==> config.mk <==
export PLATFORM = sky130hd
export DESIGN_NAME = moving_sum_len_ctrl
export DESIGN_NICKNAME = d
export VERILOG_FILES = /design/src/rtl/moving_sum_len_ctrl.sv
export SDC_FILE = /design/constraint.sdc
export NUM_CORES = 1
export LEC_CHECK = 0
export BUFFER_PORTS_ARGS = -buffer_cell sky130_fd_sc_hd__buf_4
export CORE_MARGIN = 5
export CORE_UTILIZATION = 24
export DETAILED_ROUTE_END_ITERATION = 10
export GPL_ROUTABILITY_DRIVEN = 0
export SYNTH_ARGS = -nofsm -noshare
export SYNTH_HDL_FRONTEND = slang
export SYNTH_SLANG_ARGS = --single-unit
==> constraint.sdc <==
create_clock -name clk -period 4.9 [get_ports clk]
set_input_delay 0.735 -clock clk [delete_from_list [all_inputs] [get_ports clk]]
set_output_delay 0.735 -clock clk [all_outputs]
set_load 0.1 [all_outputs]
==> src/rtl/moving_sum_len_ctrl.sv <==
// Runtime window-length controller for a moving_sum stage: applies length updates
// at packet boundaries after draining the pipe, and optionally drops warm-up sums.
module moving_sum_len_ctrl #(
  parameter int MAX_LEN      = 1023,
  parameter int DEFAULT_LEN  = 16,
  parameter int WIDTH        = 32,
  parameter int MAX_INFLIGHT = 8,
  parameter int DROP_WARMUP  = 1,
  localparam int LW          = $clog2(MAX_LEN + 1)
) (
  input  logic             clk,
  input  logic             reset,
  input  logic             cfg_len_stb,
  input  logic [LW-1:0]    cfg_len,
  output logic             cfg_busy,
  output logic [LW-1:0]    len,
  output logic             clear,
  input  logic [WIDTH-1:0] s_tdata,
  input  logic             s_tlast,
  input  logic             s_tvalid,
  output logic             s_tready,
  output logic [WIDTH-1:0] ms_i_tdata,
  output logic             ms_i_tlast,
  output logic             ms_i_tvalid,
  input  logic             ms_i_tready,
  input  logic [WIDTH-1:0] ms_o_tdata,
  input  logic             ms_o_tlast,
  input  logic             ms_o_tvalid,
  output logic             ms_o_tready,
  output logic [WIDTH-1:0] o_tdata,
  output logic             o_tlast,
  output logic             o_tvalid,
  input  logic             o_tready
);

  localparam int IW = $clog2(MAX_INFLIGHT + 1);

  typedef enum logic [1:0] {RUN, WAIT_EOP, DRAIN, CLEAR} state_t;

  state_t        state_q, state_d;
  logic [LW-1:0] len_q, len_d;
  logic [LW-1:0] pend_q, pend_d;
  logic          pend_vld_q, pend_vld_d;
  logic [LW-1:0] warm_q, warm_d;
  logic [IW-1:0] inflight_q, inflight_d;
  logic          in_pkt_q, in_pkt_d;

  logic          gate_open, s_hs, mso_hs, drop;
  logic [LW-1:0] cap_len;

  function automatic logic [LW-1:0] clamp_len(input logic [LW-1:0] v);
    if (v == '0) return LW'(1);
    if (32'(v) > 32'(MAX_LEN)) return LW'(MAX_LEN);
    return v;
  endfunction

  assign gate_open   = ((state_q == RUN) || (state_q == WAIT_EOP)) &&
                       (inflight_q < IW'(MAX_INFLIGHT));
  assign ms_i_tvalid = s_tvalid & gate_open;
  assign s_tready    = ms_i_tready & gate_open;
  assign ms_i_tdata  = s_tdata;
  assign ms_i_tlast  = s_tlast;
  assign s_hs        = s_tvalid & s_tready;

  // Partial-window sums are swallowed, but a packet's tlast always gets through.
  assign drop        = (warm_q != '0) && !ms_o_tlast;
  assign ms_o_tready = drop ? 1'b1 : o_tready;
  assign o_tvalid    = drop ? 1'b0 : ms_o_tvalid;
  assign o_tdata     = ms_o_tdata;
  assign o_tlast     = ms_o_tlast;
  assign mso_hs      = ms_o_tvalid & ms_o_tready;

  assign len      = len_q;
  assign clear    = (state_q == CLEAR);
  assign cfg_busy = pend_vld_q || (state_q != RUN);
  assign cap_len  = clamp_len(cfg_len);

  always_comb begin
    state_d    = state_q;
    len_d      = len_q;
    pend_d     = pend_q;
    pend_vld_d = pend_vld_q;
    warm_d     = warm_q;
    inflight_d = inflight_q;
    in_pkt_d   = in_pkt_q;

    if (s_hs) in_pkt_d = !s_tlast;

    case ({s_hs, mso_hs})
      2'b10:   inflight_d = inflight_q + IW'(1);
      2'b01:   inflight_d = inflight_q - IW'(1);
      default: inflight_d = inflight_q;
    endcase

    if (mso_hs && (warm_q != '0)) warm_d = warm_q - LW'(1);

    // A no-op request is only filtered when nothing is already queued.
    if (cfg_len_stb &&
        !((state_q == RUN) && !pend_vld_q && (cap_len == len_q))) begin
      pend_vld_d = 1'b1;
      pend_d     = cap_len;
    end

    case (state_q)
      RUN:      if (pend_vld_q) state_d = in_pkt_d ? WAIT_EOP : DRAIN;
      WAIT_EOP: if (s_hs && s_tlast) state_d = DRAIN;
      DRAIN:    if (inflight_q == '0) state_d = CLEAR;
      CLEAR: begin
        state_d = RUN;
        len_d   = pend_q;
        warm_d  = (DROP_WARMUP != 0) ? pend_q - LW'(1) : '0;
        if (!cfg_len_stb) pend_vld_d = 1'b0;
      end
      default:  state_d = RUN;
    endcase
  end

  always_ff @(posedge clk or posedge reset) begin
    if (reset) begin
      state_q    <= RUN;
      len_q      <= LW'(DEFAULT_LEN);
      pend_vld_q <= 1'b0;
      warm_q     <= (DROP_WARMUP != 0) ? LW'(DEFAULT_LEN - 1) : '0;
      inflight_q <= '0;
      in_pkt_q   <= 1'b0;
    end else begin
      state_q    <= state_d;
      len_q      <= len_d;
      pend_vld_q <= pend_vld_d;
      warm_q     <= warm_d;
      inflight_q <= inflight_d;
      in_pkt_q   <= in_pkt_d;
    end
  end

  // The pending length is qualified by pend_vld_q, so it needs no reset.
  always_ff @(posedge clk) begin
    pend_q <= pend_d;
  end

endmodule
==> summary.txt <==
STA
  • Fmax: 308 MHz
  • Headroom to the max-slew limit: 57.5%
  • Final setup viols: 0
  • Setup TNS: 0 ps
  • RSZ-0062 raised after global routing: no
  • Final hold vios: 0
  • Tcrit/Tclk final: 66.2%
  • Fin crit period: 3240 ps
  • Setup Skew: 6.25 ps
  • Tightest Pin Transition: 638 ps
  • Final slew viol count: 0

Yosys
  • Synthesized cell area: 2700 um^2
  • Synth area leader: dfrtp_1
  • Synth top area cells: dfrtp_1, buf_4, edfxtp_1, xor2_1, dfstp_2
  • Post-synthesis sequential area ratio: 37.3%
  • Dominant synthesized flop cell: dfrtp_1
  • Gate Count Post-Synth: 267
  • Ys Warns: 0
  • Top-count cell post-synth: buf_4
  • Commonest cells post-synth: buf_4, dfrtp_1, xor2_1, inv_1
  • Post-synthesis register bit count: 38
  • Number of synthesized flops with an enable pin: 10
  • Unique masters post-synth: 42
  • Syn Area/Cell: 10.1 um^2
  • Share of the synthesized area in the top cell type: 21.3%
  • Ys async rst share: 73.7%
  • Syn nets: 360

Final layout
  • P&R area growth vs syn: 1.95%
  • Fill count: 1167
  • Final nets: 326
  • Diode count: 0
  • Ratio of cells with drive above 1 in the final layout: 29.1%
  • Fin cells: 374

Pwr
  • Highest ir drop seen on vdd: 0.000505 V
  • Cell Pwr Density: 720 nW/um^2
  • Leakage power: 1.10 nW

Hold path
  • Hold crit path type: flop to flop

Die
  • Die Y: 116 um
  • Row cnt: 38
  • Core area: 10900 um^2
  • I/O Pins: 165
  • Initial Util: 24.7%
  • Die Wd: 116 um
  • Total die area: 13500 um^2

Detailed routing
  • DRT antenna net count: 0
  • DRC violations left: 0
  • Via/cell ratio: 4.26
  • Wirelength per Cell: 14.4 um
  • Routed via count: 1592
  • 1st-iter DRT viols: 100
  • Routed Wire Length: 5390 um
  • Drt pass-1 iters: 3

Clock network
  • H-tree Lvls: 2
  • TritonCTS Buffers: 5
  • Clk slew on worst S/H paths: 60 ps
  • Post-CTS Hold Buffers: 0
  • PostCTS Resize Cnt: 0
  • Max clock buf depth: 2
  • CTS tree: built
  • Clock sink count: 38
  • CTS root buf: clkbuf_16
  • Worst-Skew Late Latency: 280 ps
  • Postcts setup bufs: 0

Worst setup path
  • Worst path bufs/invs: 0
  • Crit Path Class: flop to flop
  • Worst path top cell family by delay: simple AND/OR/NAND/NOR gates
  • CP max stage delay: 570 ps
  • Critical Path RT: 5060 ps
  • Crit-path cells: or4_4 -> nor4_4 -> nor2_1 -> or2_1 -> and2_1 -> ha_1 -> ha_1 -> a21o_1 -> a21oi_1 -> xnor2_1 -> nor2_1 -> xor2_1
  • Crit path capture type: flop
  • Critical Path Start Type: flop
  • Crit path max fanout: 9
  • Slowest CP cell: or4_4
  • WP data arrival: 3400 ps

Place
  • DP HPWL: 4180 um
  • Port buffer count: 36
  • Placed insts: 366

Global route
  • Pin count of the biggest net entering global routing: 29
  • GRT Total Usage: 8.28%
  • Initial antenna violation count: 0
  • Vias in the first global route: 1705
  • Grt total ovfl: 0
  • First-pass GRT wire length: 8760 um

Job
  • Max-Cap Viols: 0

Run status
  • Status: completed
[layout make-up]
type / count / area, um^2 / share of cell area [%]
multi-input combinational: 138 / 1100 / 40.0
sequential: 38 / 1010 / 36.6
timing repair buffer: 38 / 285 / 10.4
tap: 140 / 175 / 6.37
clock buffer: 6 / 129 / 4.68
inverter: 12 / 45.0 / 1.64
clock inverter: 2 / 8.76 / 0.318
[cell usage in the layout (no fill, tap or decap), types with 2 or more instances in the layout]
master and count:
o21ai_0 5, nand2b_1 4, o211ai_1 3, or4_1 4, xor2_1 17, nor3_1 9, inv_1 12, dfrtp_1 23
ha_1 9, mux2_2 10, or4b_2 2, dfstp_2 5, a31o_2 2, and2_1 2, nand2_1 6, a21o_1 2
edfxtp_1 10, mux2i_1 9, nor2_1 11, o22ai_1 2, buf_4 38, nor4_1 3, xnor2_1 11, clkbuf_16 5
nor3b_1 5, a21oi_1 8
[final timing paths]
| path | start | endpoint | slack (ps) | depth (start not counted) |
|---|---|---|---|---|
| max | warm_q[5] | inflight_q[3] | 1660 | 12 |
| min | pend_q[0] | warm_q[0] | 470 | 1 |
| max reg2reg | warm_q[5] | inflight_q[3] | 1660 | 12 |
| min reg2reg | pend_q[0] | warm_q[0] | 470 | 1 |
| max in group asynchronous | reset | len[4] | 4030 | 3 |
| min in group asynchronous | reset | warm_q[4] | 540 | 3 |
[power breakdown]
part           switching, mW  internal [mW]
logic                  0.716          0.359
registers              0.127          0.472
clock network          0.120          0.186
total                  0.963           1.02
[stage by stage]
step	util (%)	hold slack, ps	worst slack [ps]	instance area (um^2)	power (mW)
after floorplan	-	407	1320	2700	1.70
after global placement	23.9	435	1720	2610	1.67
after detailed placement	23.9	454	1660	2610	1.69
after CTS	25.2	466	1640	2750	2.00
after global routing	25.2	494	1450	2750	2.10
final	25.2	465	1660	2750	1.98
[flip-flops by register name, indices dropped and copies added, names as in the netlist]
signal,cells
len,10
pend_q,10
state_q,2
warm_q,10
pend_vld_q,1
in_pkt_q,1
inflight_q,4
[routing by layer]
metal | GRT usage (%) | vias to the layer above | share of wire (%)
met4 | 4.25 | 0 | 2.7
met1 | 10.6 | 735 | 46
met3 | 2.35 | 27 | 5.6
li1 | - | 765 | -
met2 | 12.7 | 65 | 46
met5 | 0 | - | 0
[cell families after synthesis]
family	share of synthesized area [%]
adder cells (fa/ha/maj)	4.91
buffers and inverters	21.9
AND/OR/NAND/NOR	11.8
multiplexers	7.51
XOR/XNOR	9.09
AO/OA/AOI/OAI	7.46
flip-flops	37.3
No activity file was read; power rests on OpenSTA's default activity.
